==> src/rtl/alarm_pkg.sv <==
// Shared types and constants for the multi-slot alarm controller.
package alarm_pkg;

    typedef enum logic [1:0] {
        IDLE   = 2'd0,
        RING   = 2'd1,
        SNOOZE = 2'd2
    } alarm_state_e;

    localparam logic [5:0] MAX_HOUR = 6'd23;
    localparam logic [5:0] MAX_MIN  = 6'd59;

    typedef struct packed {
        logic [5:0] hour;
        logic [5:0] min;
    } slot_time_t;

endpackage

==> src/rtl/multi_alarm_ctrl_if.sv <==
// Slot write bus: one-clk wr_en pulse loads wr_hour:wr_min into slot wr_sel.
interface multi_alarm_ctrl_if #(
    parameter int NUM_ALARMS = 4
);
    localparam int SEL_W = (NUM_ALARMS > 1) ? $clog2(NUM_ALARMS) : 1;

    logic             wr_en;
    logic [SEL_W-1:0] wr_sel;
    logic [5:0]       wr_hour;
    logic [5:0]       wr_min;

    modport master (output wr_en, wr_sel, wr_hour, wr_min);
    modport slave  (input  wr_en, wr_sel, wr_hour, wr_min);
endinterface

==> src/rtl/time_add_min.sv <==
// Wrapped hour:min + N_MIN minutes (minutes carry into hours, hours wrap at 24).
// Only present when ALARM_SNOOZE_EN is defined; nothing else needs it.
`ifdef ALARM_SNOOZE_EN
module time_add_min
    import alarm_pkg::*;
#(
    parameter int N_MIN = 9
) (
    input  slot_time_t t_in,
    output slot_time_t t_out
);
    logic [6:0] min_sum;
    logic       carry;
    logic [5:0] hour_inc;

    assign min_sum   = {1'b0, t_in.min} + 7'(N_MIN);
    assign carry     = min_sum > {1'b0, MAX_MIN};
    assign t_out.min = carry ? 6'(min_sum - 7'd60) : min_sum[5:0];
    assign hour_inc  = t_in.hour + {5'd0, carry};
    assign t_out.hour = (hour_inc > MAX_HOUR) ? 6'd0 : hour_inc;
endmodule
`endif

==> src/rtl/multi_alarm_ctrl.sv <==
// Multi-slot alarm clock controller: slot registers, match detect, ring/snooze FSM.
// Macro ALARM_SNOOZE_EN builds the SNOOZE state and snooze target registers.
//
// state  | meaning
// IDLE   | waiting for an armed slot to match the current time
// RING   | alarm sounding; timeout counter runs on tick_1hz
// SNOOZE | silenced until the snooze target time, then rings again
module multi_alarm_ctrl
    import alarm_pkg::*;
#(
    parameter int NUM_ALARMS     = 4,
    parameter int SNOOZE_MIN     = 9,
    parameter int RING_TIMEOUT_S = 60,
    localparam int SEL_W = (NUM_ALARMS > 1) ? $clog2(NUM_ALARMS) : 1
) (
    input  logic                  clk,
    input  logic                  reset,
    input  logic                  tick_1hz,
    input  logic [5:0]            hour_in,
    input  logic [5:0]            min_in,
    input  logic [5:0]            sec_in,
    multi_alarm_ctrl_if.slave     wr,
    input  logic [NUM_ALARMS-1:0] en_mask,
    input  logic                  snooze,
    input  logic                  dismiss,
    output logic                  ringing,
    output logic [SEL_W-1:0]      ring_id,
    output logic                  snoozing,
    output logic                  alarm_on
);
    localparam logic [7:0] CNT_LAST = 8'(RING_TIMEOUT_S - 1);

    alarm_state_e    state_q, state_d;
    logic [SEL_W-1:0] ring_id_q, ring_id_d;
    logic [7:0]      cnt_q, cnt_d;
    slot_time_t      slot_q [NUM_ALARMS];
    logic [NUM_ALARMS-1:0] match;
    logic [SEL_W-1:0] match_idx;
    logic            wr_ok;
    logic            stop_ring;

    assign wr_ok = wr.wr_en && (wr.wr_hour <= MAX_HOUR) && (wr.wr_min <= MAX_MIN)
                   && (int'(wr.wr_sel) < NUM_ALARMS);

    always_ff @(posedge clk or negedge reset) begin
        if (!reset) begin
            for (int k = 0; k < NUM_ALARMS; k++) slot_q[k] <= '0;
        end else if (wr_ok) begin
            slot_q[wr.wr_sel] <= {wr.wr_hour, wr.wr_min};
        end
    end

    always_comb begin
        match = '0;
        for (int k = 0; k < NUM_ALARMS; k++)
            match[k] = en_mask[k] && tick_1hz && (sec_in == 6'd0)
                       && (hour_in == slot_q[k].hour) && (min_in == slot_q[k].min);
    end

    // Scan downward so the lowest matching slot wins.
    always_comb begin
        match_idx = '0;
        for (int k = NUM_ALARMS - 1; k >= 0; k--)
            if (match[k]) match_idx = SEL_W'(k);
    end

    assign stop_ring = dismiss || !en_mask[ring_id_q];

`ifdef ALARM_SNOOZE_EN
    slot_time_t tgt_q, tgt_sum;
    logic       load_tgt;
    logic       tgt_hit;

    time_add_min #(.N_MIN(SNOOZE_MIN)) u_time_add_min (
        .t_in  ({hour_in, min_in}),
        .t_out (tgt_sum)
    );

    assign tgt_hit = tick_1hz && (sec_in == 6'd0)
                     && (hour_in == tgt_q.hour) && (min_in == tgt_q.min);

    always_ff @(posedge clk or negedge reset) begin
        if (!reset)        tgt_q <= '0;
        else if (load_tgt) tgt_q <= tgt_sum;
    end
`else
    logic unused_snooze;
    assign unused_snooze = snooze;
`endif

    always_ff @(posedge clk or negedge reset) begin
        if (!reset) begin
            state_q   <= IDLE;
            ring_id_q <= '0;
            cnt_q     <= '0;
        end else begin
            state_q   <= state_d;
            ring_id_q <= ring_id_d;
            cnt_q     <= cnt_d;
        end
    end

    always_comb begin
        state_d   = state_q;
        ring_id_d = ring_id_q;
        cnt_d     = cnt_q;
`ifdef ALARM_SNOOZE_EN
        load_tgt  = 1'b0;
`endif
        case (state_q)
            IDLE: begin
                if (|match) begin
                    state_d   = RING;
                    ring_id_d = match_idx;
                    cnt_d     = '0;
                end
            end
            RING: begin
                // Dismiss outranks snooze when both arrive together.
                if (stop_ring || (tick_1hz && cnt_q == CNT_LAST)) begin
                    state_d = IDLE;
                end
`ifdef ALARM_SNOOZE_EN
                else if (snooze) begin
                    state_d  = SNOOZE;
                    load_tgt = 1'b1;
                end
`endif
                else if (tick_1hz) begin
                    cnt_d = cnt_q + 8'd1;
                end
            end
`ifdef ALARM_SNOOZE_EN
            SNOOZE: begin
                if (stop_ring) begin
                    state_d = IDLE;
                end else if (tgt_hit) begin
                    state_d = RING;
                    cnt_d   = '0;
                end
            end
`endif
            default: state_d = IDLE;
        endcase
    end

    assign ringing  = (state_q == RING);
    assign snoozing = (state_q == SNOOZE);
    assign ring_id  = ring_id_q;
    assign alarm_on = |en_mask;

endmodule

==> src/flat_wrapper.sv <==
// flat-port wrapper written by rule: the top's interface ports become plain ports
module multi_alarm_ctrl_flat import alarm_pkg::*;
#(
    parameter int NUM_ALARMS     = 4,
    parameter int SNOOZE_MIN     = 9,
    parameter int RING_TIMEOUT_S = 60,
    localparam int SEL_W = (NUM_ALARMS > 1) ? $clog2(NUM_ALARMS) : 1
)
  (clk, reset, tick_1hz, hour_in, min_in, sec_in, en_mask, snooze, dismiss, ringing, ring_id, snoozing, alarm_on, wr_wr_en, wr_wr_sel, wr_wr_hour, wr_wr_min);
  multi_alarm_ctrl_if #(.NUM_ALARMS(NUM_ALARMS)) wr_i ();
  input  logic clk;
  input  logic reset;
  input  logic tick_1hz;
  input  logic [5:0] hour_in;
  input  logic [5:0] min_in;
  input  logic [5:0] sec_in;
  input  logic [NUM_ALARMS-1:0] en_mask;
  input  logic snooze;
  input  logic dismiss;
  output logic ringing;
  output logic [SEL_W-1:0] ring_id;
  output logic snoozing;
  output logic alarm_on;
  input wire logic [$bits(wr_i.wr_en)-1:0] wr_wr_en;
  input wire logic [$bits(wr_i.wr_sel)-1:0] wr_wr_sel;
  input wire logic [$bits(wr_i.wr_hour)-1:0] wr_wr_hour;
  input wire logic [$bits(wr_i.wr_min)-1:0] wr_wr_min;
  assign wr_i.wr_en = wr_wr_en;
  assign wr_i.wr_sel = wr_wr_sel;
  assign wr_i.wr_hour = wr_wr_hour;
  assign wr_i.wr_min = wr_wr_min;
  multi_alarm_ctrl #(.NUM_ALARMS(NUM_ALARMS), .SNOOZE_MIN(SNOOZE_MIN), .RING_TIMEOUT_S(RING_TIMEOUT_S)) u_core (.clk(clk), .reset(reset), .tick_1hz(tick_1hz), .hour_in(hour_in), .min_in(min_in), .sec_in(sec_in), .wr(wr_i), .en_mask(en_mask), .snooze(snooze), .dismiss(dismiss), .ringing(ringing), .ring_id(ring_id), .snoozing(snoozing), .alarm_on(alarm_on));
endmodule
==> config.mk <==
export PLATFORM = sky130hd
export DESIGN_NAME = multi_alarm_ctrl_flat
export DESIGN_NICKNAME = d
export VERILOG_FILES = /design/src/rtl/alarm_pkg.sv /design/src/rtl/multi_alarm_ctrl_if.sv /design/src/rtl/time_add_min.sv /design/src/rtl/multi_alarm_ctrl.sv /design/src/flat_wrapper.sv
export SDC_FILE = /design/constraint.sdc
export NUM_CORES = 1
export LEC_CHECK = 0
export ABC_AREA = 1
export CAP_MARGIN = 20
export CORE_AREA = 2 2 103 105
export DETAILED_ROUTE_END_ITERATION = 16
export DIE_AREA = 0 0 105 107
export MAX_ROUTING_LAYER = met4
export PLACE_DENSITY = 0.56
export SLEW_MARGIN = 20
export SYNTH_ARGS = -nofsm -noshare
export SYNTH_HDL_FRONTEND = slang
export SYNTH_HIERARCHICAL = 1
export SYNTH_SLANG_ARGS = --single-unit
export TNS_END_PERCENT = 20
==> constraint.sdc <==
create_clock -name clk -period 1.72 [get_ports clk]
set_clock_uncertainty 0.15 [all_clocks]
set_input_delay 0.344 -clock clk [delete_from_list [all_inputs] [get_ports clk]]
set_output_delay 0.344 -clock clk [all_outputs]
set_load 0.03 [all_outputs]
**Yosys cells after proc, flatten, opt, wreduce, memory -nomap -nowiden**

Cells that the tools add are included.

- Flip-flop bits (word level): 60
- Bits of input ports: 42
- Output and inout port bits: 5
- Word-level logic and storage cells: 80

- $add $sub $neg: 1
- $lt $le $gt $ge: 5
- Eq/ne operators: 15
- Mux-type cells: 16
- Bitwise gates (word level): 1
- Reductions and logical operators: 31

Operators with widths:

| cell | count |
|---|---|
| 48-bit bitwise mux | 1 |
| 6-bit equality test | 8 |
| 12-bit demux with 2-bit select | 1 |
| 8-bit 2-to-1 mux | 3 |
| 1-bit logical AND | 20 |
| 8-bit one-hot mux with 2 select lines | 1 |
| 12-bit 2-to-1 mux | 1 |
| 2-bit 2-to-1 mux | 6 |
| 8-bit by 1-bit adder with 8-bit output (second input constant) | 1 |
| 8-bit by 6-bit equality test with 1-bit output (second input constant) | 1 |
| 4-bit OR reduction | 2 |
| 6-bit by 5-bit less-or-equal comparator with 1-bit output (second input constant) | 1 |
| 6-bit less-or-equal comparator (second input constant) | 1 |
| 6-bit zero test | 1 |
| 2-bit by 1-bit != test with 1-bit output (second input constant) | 2 |
| 2-bit != test (second input constant) | 2 |
| 2-bit one-hot mux with 2 select lines | 1 |
| 2-bit AND reduction | 2 |
| 4-bit AND reduction | 1 |
| 3-bit >= comparator (second input constant) | 1 |
| 2-bit by 3-bit less-than comparator with 1-bit output (second input constant) | 1 |
| 3-bit by 1-bit less-than comparator with 1-bit output (second input constant) | 1 |
| 2-bit NOT with 3-bit output | 1 |
| 1-bit binary-select mux with 2-bit select | 1 |
| other kinds (7) | 8 |

**Depth between registers and ports, before layout**

Gate-level depths: netlist of the first run.

- Word-level depth: 8
- Mapped depth: 13
- Depth with buffers taken out: 12

**Least setup slack after synthesis of the first run**

No wires, ideal clock.

- Kind: flip-flop to flip-flop
- Start point: register u_core.state_q[0]
- End point: register u_core.cnt_q[5]
- Library setup time: 0.065 ns
- Data arrival time: 1.337 ns
- Data required time: 1.505 ns
- Path slack: 0.169 ns
- Stages on the path, launching flop included: 8
- Buffers on the path: 1
- Path through: dfrtp_1 > clkinv_2 > nor2_1 > nand4_1 > buf_2 > inv_1 > nand3b_1 > nand2_1

- Cells in the longest elaborated chain, start to end: 3

Ends and longest elaborated chain:

| item | RTL line | RTL |
|---|---|---|
| from (decl) | multi_alarm_ctrl.sv:33 | `alarm_state_e state_q, state_d;` |
| from (signal assigned) | multi_alarm_ctrl.sv:97 | `state_q <= state_d;` |
| 2-bit by 1-bit equality test with 1-bit output / 2-bit zero test (equally long branches) | multi_alarm_ctrl.sv:110 | `case (state_q)` |
| 2-bit != test (no source line), or another cell as far along | n/a |  |
| 4-bit AND reduction (no source line) | n/a |  |
| to (signal assigned) | multi_alarm_ctrl.sv:99 | `cnt_q <= cnt_d;` |
| to (decl) | multi_alarm_ctrl.sv:35 | `logic [7:0] cnt_q, cnt_d;` |

Several ways; a longest one is shown, not always the timed one.
A chain may end at the register's enable or synchronous reset.

**Final worst setup path of the first run**

- Start point: register u_core.ring_id_q[0] (netlist: u_core/ring_id[0])
- End point: output port ring_id[0]

RTL lines:

| item | RTL line | RTL |
|---|---|---|
| from (decl) | multi_alarm_ctrl.sv:34 | `logic [SEL_W-1:0] ring_id_q, ring_id_d;` |
| from (signal assigned) | multi_alarm_ctrl.sv:98 | `ring_id_q <= ring_id_d;` |
| to (decl) | flat_wrapper.sv:21 | `output logic [SEL_W-1:0] ring_id;` |

No word-level cell between the ends.

==> results.md, run 1 <==
- RSZ-0062 raised after global routing: yes
- Hold Slack: between 0.3 and 0.4 ns
- Latest clock arrival within the worst-skew pair: 0.34 ns
- Yosys reg bits: 59
- Most common cell after layout, fill and taps aside: nand2_1
- Reg2reg start: u_core/slot_q[6]
- Pleak: 2.42 nW
- Vias per Instance: 4.58
- GRT overflow: 0
- Area growth syn-to-layout: 32.3%
- Main area contributors after synthesis: dfrtp_1 (42%), nand2_1 (20%), o21ai_1 (7.0%), inv_1 (6.5%), nor2_1 (4.2%)
- Synth area leader: dfrtp_1
- DP HPWL: 6.70 mm
- Max cap viols: 0
- Mean Syn Cell Area: 7.14 sq um
- Initial antenna violation count: 0
- P per Cell Area: ~890 nW/um^2
- Io pins: 47
- Outcome: finished clean
- Final #Nets: 604
- Worst Reg-to-Reg Cells: 11
- Post-synth top area share: 42.3%
- Die width: 105 um
- Final min period: 1.67 ns
- Cell area after synthesis: 3490 sq um
- Critical Path Start Type: register
- Setup crit end kind: output pin
- Overall routing resource usage: 17.4%
- Most frequent cells in the layout: nand2_1 (177), dfrtp_1 (59), inv_1 (58)
- Reg-to-Reg End: u_core/cnt_q[3]
- Max Buffers Root-to-Sink: 2
- Comb pwr share: around a fifth
- Fmax achieved: ~600 MHz
- Initial DRC Count: 103
- Net Switching: 0.00120 W
- # setup viols final: 0
- Largest net degree at the start of global routing: 27
- Worst vdd ir: about 470 uV
- CP bufs+invs: 1
- Vias in the first global route: 3,145
- WP data required: about 1.2 ns
- CORE AREA: 10,100 sq um
- H-Tree Depth: 3
- WS Path Type: reg2out
- Initial core utilization: 34.6%
- CTS tree: yes
- Die area: 11,200 sq um
- Gpl congestion: 0.832
- Reg clk slew, reported paths: around 0.07 ns
- Max_slew headroom: 59.8%
- FP Rows: 37
- Crit-path leading delay family: flip-flops
- Port bufs: 44
- Yosys cell types: 30
- Worst reg-to-reg setup slack: 0.10 ns
- Hold Path Sink: u_core/slot_q[23]
- Clock power frac: between 30% and 40%
- Root Driver: clkbuf_8
- Pin slew with the least headroom to its limit: 0.603 ns
- Worst path cell trace: clkdlybuf4s15_1
- Pins Over Slew Limit: 0
- Syn Inst Count: 489
- CTS Sinks: 59
- Int Pwr: 0.00289 W
- Flop pwr share: a little over two fifths
- First-pass GRT wire length: 14.9 mm
- DRT Pass-1 Iters: 6
- Final WL: 9.10 mm
- CP peak stage delay: 0.43 ns
- Num CTS Buffers: 9
- Sequential share of the synthesized area: 42.3%
- Hold_sp: u_core/slot_q[23]
- DR WL/cell: 13.0 um
- Slowest CP cell: dfrtp_1
- DR DRC count: 0
- Hold Crit Depth: 2
- Crit path max fanout: 6
- HP Class: reg2reg
- Die H: 107 um
- YS warnings: 6
- Crit share post-route: 97.0%
- Switching share of total power: 29.3%
- Post-route setup TNS: 0 ns
- Via Count: approximately 3.2k
- Remaining antenna violation count after routing: 0
- WP data arrival: 1.18 ns
- Mapped Nets: 532
- Final hold vios: 0
- Diodes inserted: 0
- Layout cells sized above 1: 17.0%
[flip-flops by register name (all words and copies together), names as in the netlist]
name and count:
u_core/cnt_q 8, u_core/state_q 1, u_core/ring_id 2, u_core/slot_q 48
[tightest hold or removal path, stage by stage (launching register included)]
cell and delay [ns]:
dfrtp_1 0.36, nand2_1 0.06, inv_1 0.04
[power groups by stage]
stage                     clock network [W]  logic, W  registers (W)
after floorplan                           0  0.000540        0.00177
after global placement                    0  0.000824        0.00181
after detailed placement                  0  0.000840        0.00182
after CTS                           0.00148  0.000838        0.00179
after global routing                0.00154  0.000979        0.00182
final                               0.00145  0.000839        0.00179
[cell usage after synthesis]
cell type	number
nand3b_1	2
nand3_1	15
nor2_2	2
buf_4	3
nor2_1	39
nand2_4	1
a21oi_1	4
nand3_4	4
inv_1	60
o21ai_0	5
o21ai_1	49
or2_2	1
conb_1	1
nor3b_1	1
buf_6	10
o21ai_2	1
inv_2	12
xnor2_1	10
clkinv_2	1
nand2_2	3
nor3_1	3
dfrtp_1	59
nand4_1	10
and3_1	1
nand2_1	187
a41oi_4	1
ha_1	1
buf_2	1
nand3_2	1
a21oi_2	1
[kinds of logic after synthesis]
logic type | synth area share (%)
adders and majority gates | 0.358
buffers and inverters | 11.9
other | 0.107
AOI/OAI and AO/OA | 9.61
xor gates and xnor gates | 2.51
DFF | 42.3
and+or+nand+nor | 33.2
[worst max path at each step]
stage	cells past startpoint	to	startpoint	slack, ns
4_1_cts	12	u_core/cnt_q[7]	sec_in[0]	0.0004
6_report	1	ring_id[0]	u_core/ring_id[0]	0.05
3_3_place_gp	13	u_core/cnt_q[6]	min_in[5]	-0.50
3_5_place_dp	13	u_core/cnt_q[2]	min_in[5]	-0.55
2_1_floorplan	7	u_core/cnt_q[5]	u_core/state_q[0]	0.17
5_1_grt	12	u_core/cnt_q[3]	u_core/slot_q[21]	-0.03
[repair_timing]
item                                    in CTS  in global routing
gates cloned                                 0                  2
hold buffers                                 1                  0
buffers inserted                             0                  1
endpoints found under the setup margin      15                 60
endpoints found under the hold margin       23                  0
resized for setup                           23                 38
pin swaps                                    4                 24
[metrics by stage]
stage	worst slack [ns]	cell area (sq um)	total power [W]	instances	util, %
finish	0.0508	4620	0.00409	702	45.7
CTS	0.000389	4470	0.00412	699	44.3
floorplan	0.169	3490	0.00231	489	-
detailed placement	-0.545	4230	0.00266	682	41.9
global placement	-0.500	4230	0.00263	682	41.9
global route	-0.0266	4620	0.00434	702	45.7
[cell type report]
type | count | area [sq um]
Fill cell | 1114 | 5480
Timing Repair Buffer | 73 | 739
Inverter | 73 | 277
Clock buffer | 12 | 155
Clock inverter | 4 | 72.6
Multi-Input combinational cell | 345 | 1730
Sequential cell | 59 | 1480
Tap cell | 136 | 170
[layer usage]
layer | wire (um) | track usage, % | vias up
met5 | 0 | - | -
met4 | 172 | 7.33 | 0
met3 | 310 | 2.86 | 12
met2 | 4360 | 27.8 | 56
met1 | 4260 | 22.1 | 1488
li1 | - | - | 1658
No activity file was read; power rests on OpenSTA's default activity.
==> inputs of run 2 (changes only) <==
CORE_AREA = 2 2 83 85   (was 2 2 103 105)
DIE_AREA = 0 0 85 87   (was 0 0 105 107)
PLACE_DENSITY = 0.8   (was 0.56)
==> run 2 against run 1 <==
Effect of this change: worst setup slack worse by 0.017 ns; utilization rose by 23 points; final cell count is 8.1% lower; sequential cell count unchanged; first-iteration DRC count increased by 140%; wire length shrank 6.6%; clock power is essentially flat; via count rose by 1.6%.
==> results.md, run 2 (same netlist as run 1, synthesis figures left out) <==
- Reg clk slew, reported paths: roughly 0.080 ns
- Crit-path leading delay family: buffers and inverters
- Port bufs: 44
- Vias in the first global route: 3,018
- Num CTS Buffers: 9
- CP bufs+invs: 1
- Gpl congestion: 0.890
- Max FFs per register: 48
- Area growth syn-to-layout: 29.0%
- Initial DRC Count: roughly 240
- Final #Nets: 603
- Latest clock arrival within the worst-skew pair: 0.35 ns
- Die H: 87 um
- Final WL: 8.50 mm
- Final Non-Filler Cells: ~650
- Worst path cell trace: dlygate4sd2_1
- Largest Register: u_core/slot_q
- CP peak stage delay: around 0.43 ns
- WP data required: 1.23 ns
- Fmax achieved: 593 MHz
- Final hold vios: 0
- Final min period: 1.69 ns
- Diodes inserted: 0
- DRT Pass-1 Iters: 5
- HP Class: reg2reg
- Outcome: finished clean
- WP data arrival: 1.19 ns
- Critical Path Start Type: register
- # setup viols final: 0
- Most frequent cells in the layout: nand2_1 (183), dfrtp_1 (59), inv_1 (58)
- GRT overflow: 0
- CORE AREA: 6570 sq um
- Via Count: 3,266
- Max cap viols: 0
- P per Cell Area: 905 nW/um^2
- Max Buffers Root-to-Sink: 2
- Remaining antenna violation count after routing: 0
- Initial antenna violation count: 0
- CTS Sinks: 59
- Die area: around 7400 sq um
- Placed cells: 623
- Crit share post-route: 98.1%
- Slowest CP cell: dlygate4sd2_1
- Setup crit end kind: output pin
- Vias per Instance: slightly above 5
- Most common cell after layout, fill and taps aside: nand2_1
- Initial core utilization: ~53%
- Power Total: 0.00407 W
- CTS tree: yes
- RSZ-0062 raised after global routing: yes
- Pins Over Slew Limit: 0
- H-Tree Depth: 3
- Pleak: roughly 2.4 nW
- DR DRC count: 0
- Layout cells sized above 1: 16.5%
- Root Driver: clkbuf_8
- Io pins: between 40 and 50
- DP HPWL: 6.02 mm
- Overall routing resource usage: approximately 25%
- Largest net degree at the start of global routing: 60
- Crit path max fanout: 4
- First-pass GRT wire length: 13.7 mm
- Worst vdd ir: 615 uV
- DR WL/cell: 13.2 um
- Layout fillers: 568
- FP Rows: 30
- Die width: 85 um
- WS Path Type: reg2out
[run 2: changes by cell type in the layout (fill, tap and decap cells not counted), sizes merged]
| cell | before | now |
|---|---|---|
| clkinvlp | 1 | 2 |
| dlymetal6s2s | 9 | 11 |
| clkbuf | 12 | 9 |
| clkinv | 1 | 3 |
| dlygate4sd2 | 15 | 13 |
| nand2 | 193 | 192 |
[run 2: final cells by class]
class,count,area [sq um],share of cell area (%)
Clock buffer,9,124,2.75
Clock inverter,7,101,2.25
Inverter,73,275,6.11
Multi-Input combinational cell,344,1680,37.3
Sequential cell,59,1480,32.8
Tap cell,80,100,2.22
Timing Repair Buffer,73,747,16.6
[run 2: timing repair]
item,in CTS,in global routing
pin swaps,0,16
gates resized for setup,22,30
endpoints found under the hold margin,59,0
cloned,0,1
hold buffers,1,0
endpoints found under the setup margin,15,16
buffers inserted,0,4
[run 2: where the power goes]
group | leakage (nW) | internal [W] | switching [W]
clock | 0.106 | 0.000824 | 0.000611
combinational | 1.55 | 0.000386 | 0.000462
sequential | 0.759 | 0.00161 | 0.000176
[run 2: through the flow]
stage	hold slack, ns	cell area (sq um)	TNS, ns	worst slack, ns	utilization [%]
finish	0.342	4500	0	0.0333	68.5
global route	0.384	4500	-0.0773	-0.0480	68.5
CTS	0.348	4380	0	0.00412	66.6
detailed placement	0.224	4140	-18.91	-0.505	63.0
global placement	0.220	4140	-17.65	-0.462	63.0
floorplan	-0.102	3490	0	0.169	-
[run 2: metal layers]
metal | vias up | track usage (%) | wire, um
met2 | 96 | 39.6 | 4120
met4 | 0 | 10.1 | 162
met5 | - | - | 0
met1 | 1499 | 31.3 | 3840
li1 | 1654 | - | -
met3 | 17 | 3.22 | 377
[run 2: worst paths after layout]
check / start / endpoint / slack [ns] / cells after the start
worst max-delay path: u_core/state_q[0] / ringing / 0.03 / 1
worst min-delay path: u_core/slot_q[23] / u_core/slot_q[23] / 0.34 / 2
worst max register to register: u_core/slot_q[35] / u_core/cnt_q[1] / 0.10 / 8
worst min register to register: u_core/slot_q[23] / u_core/slot_q[23] / 0.34 / 2
max in group asynchronous: reset / u_core/cnt_q[7] / 0.77 / 3
min in group asynchronous: reset / u_core/slot_q[9] / 0.38 / 3
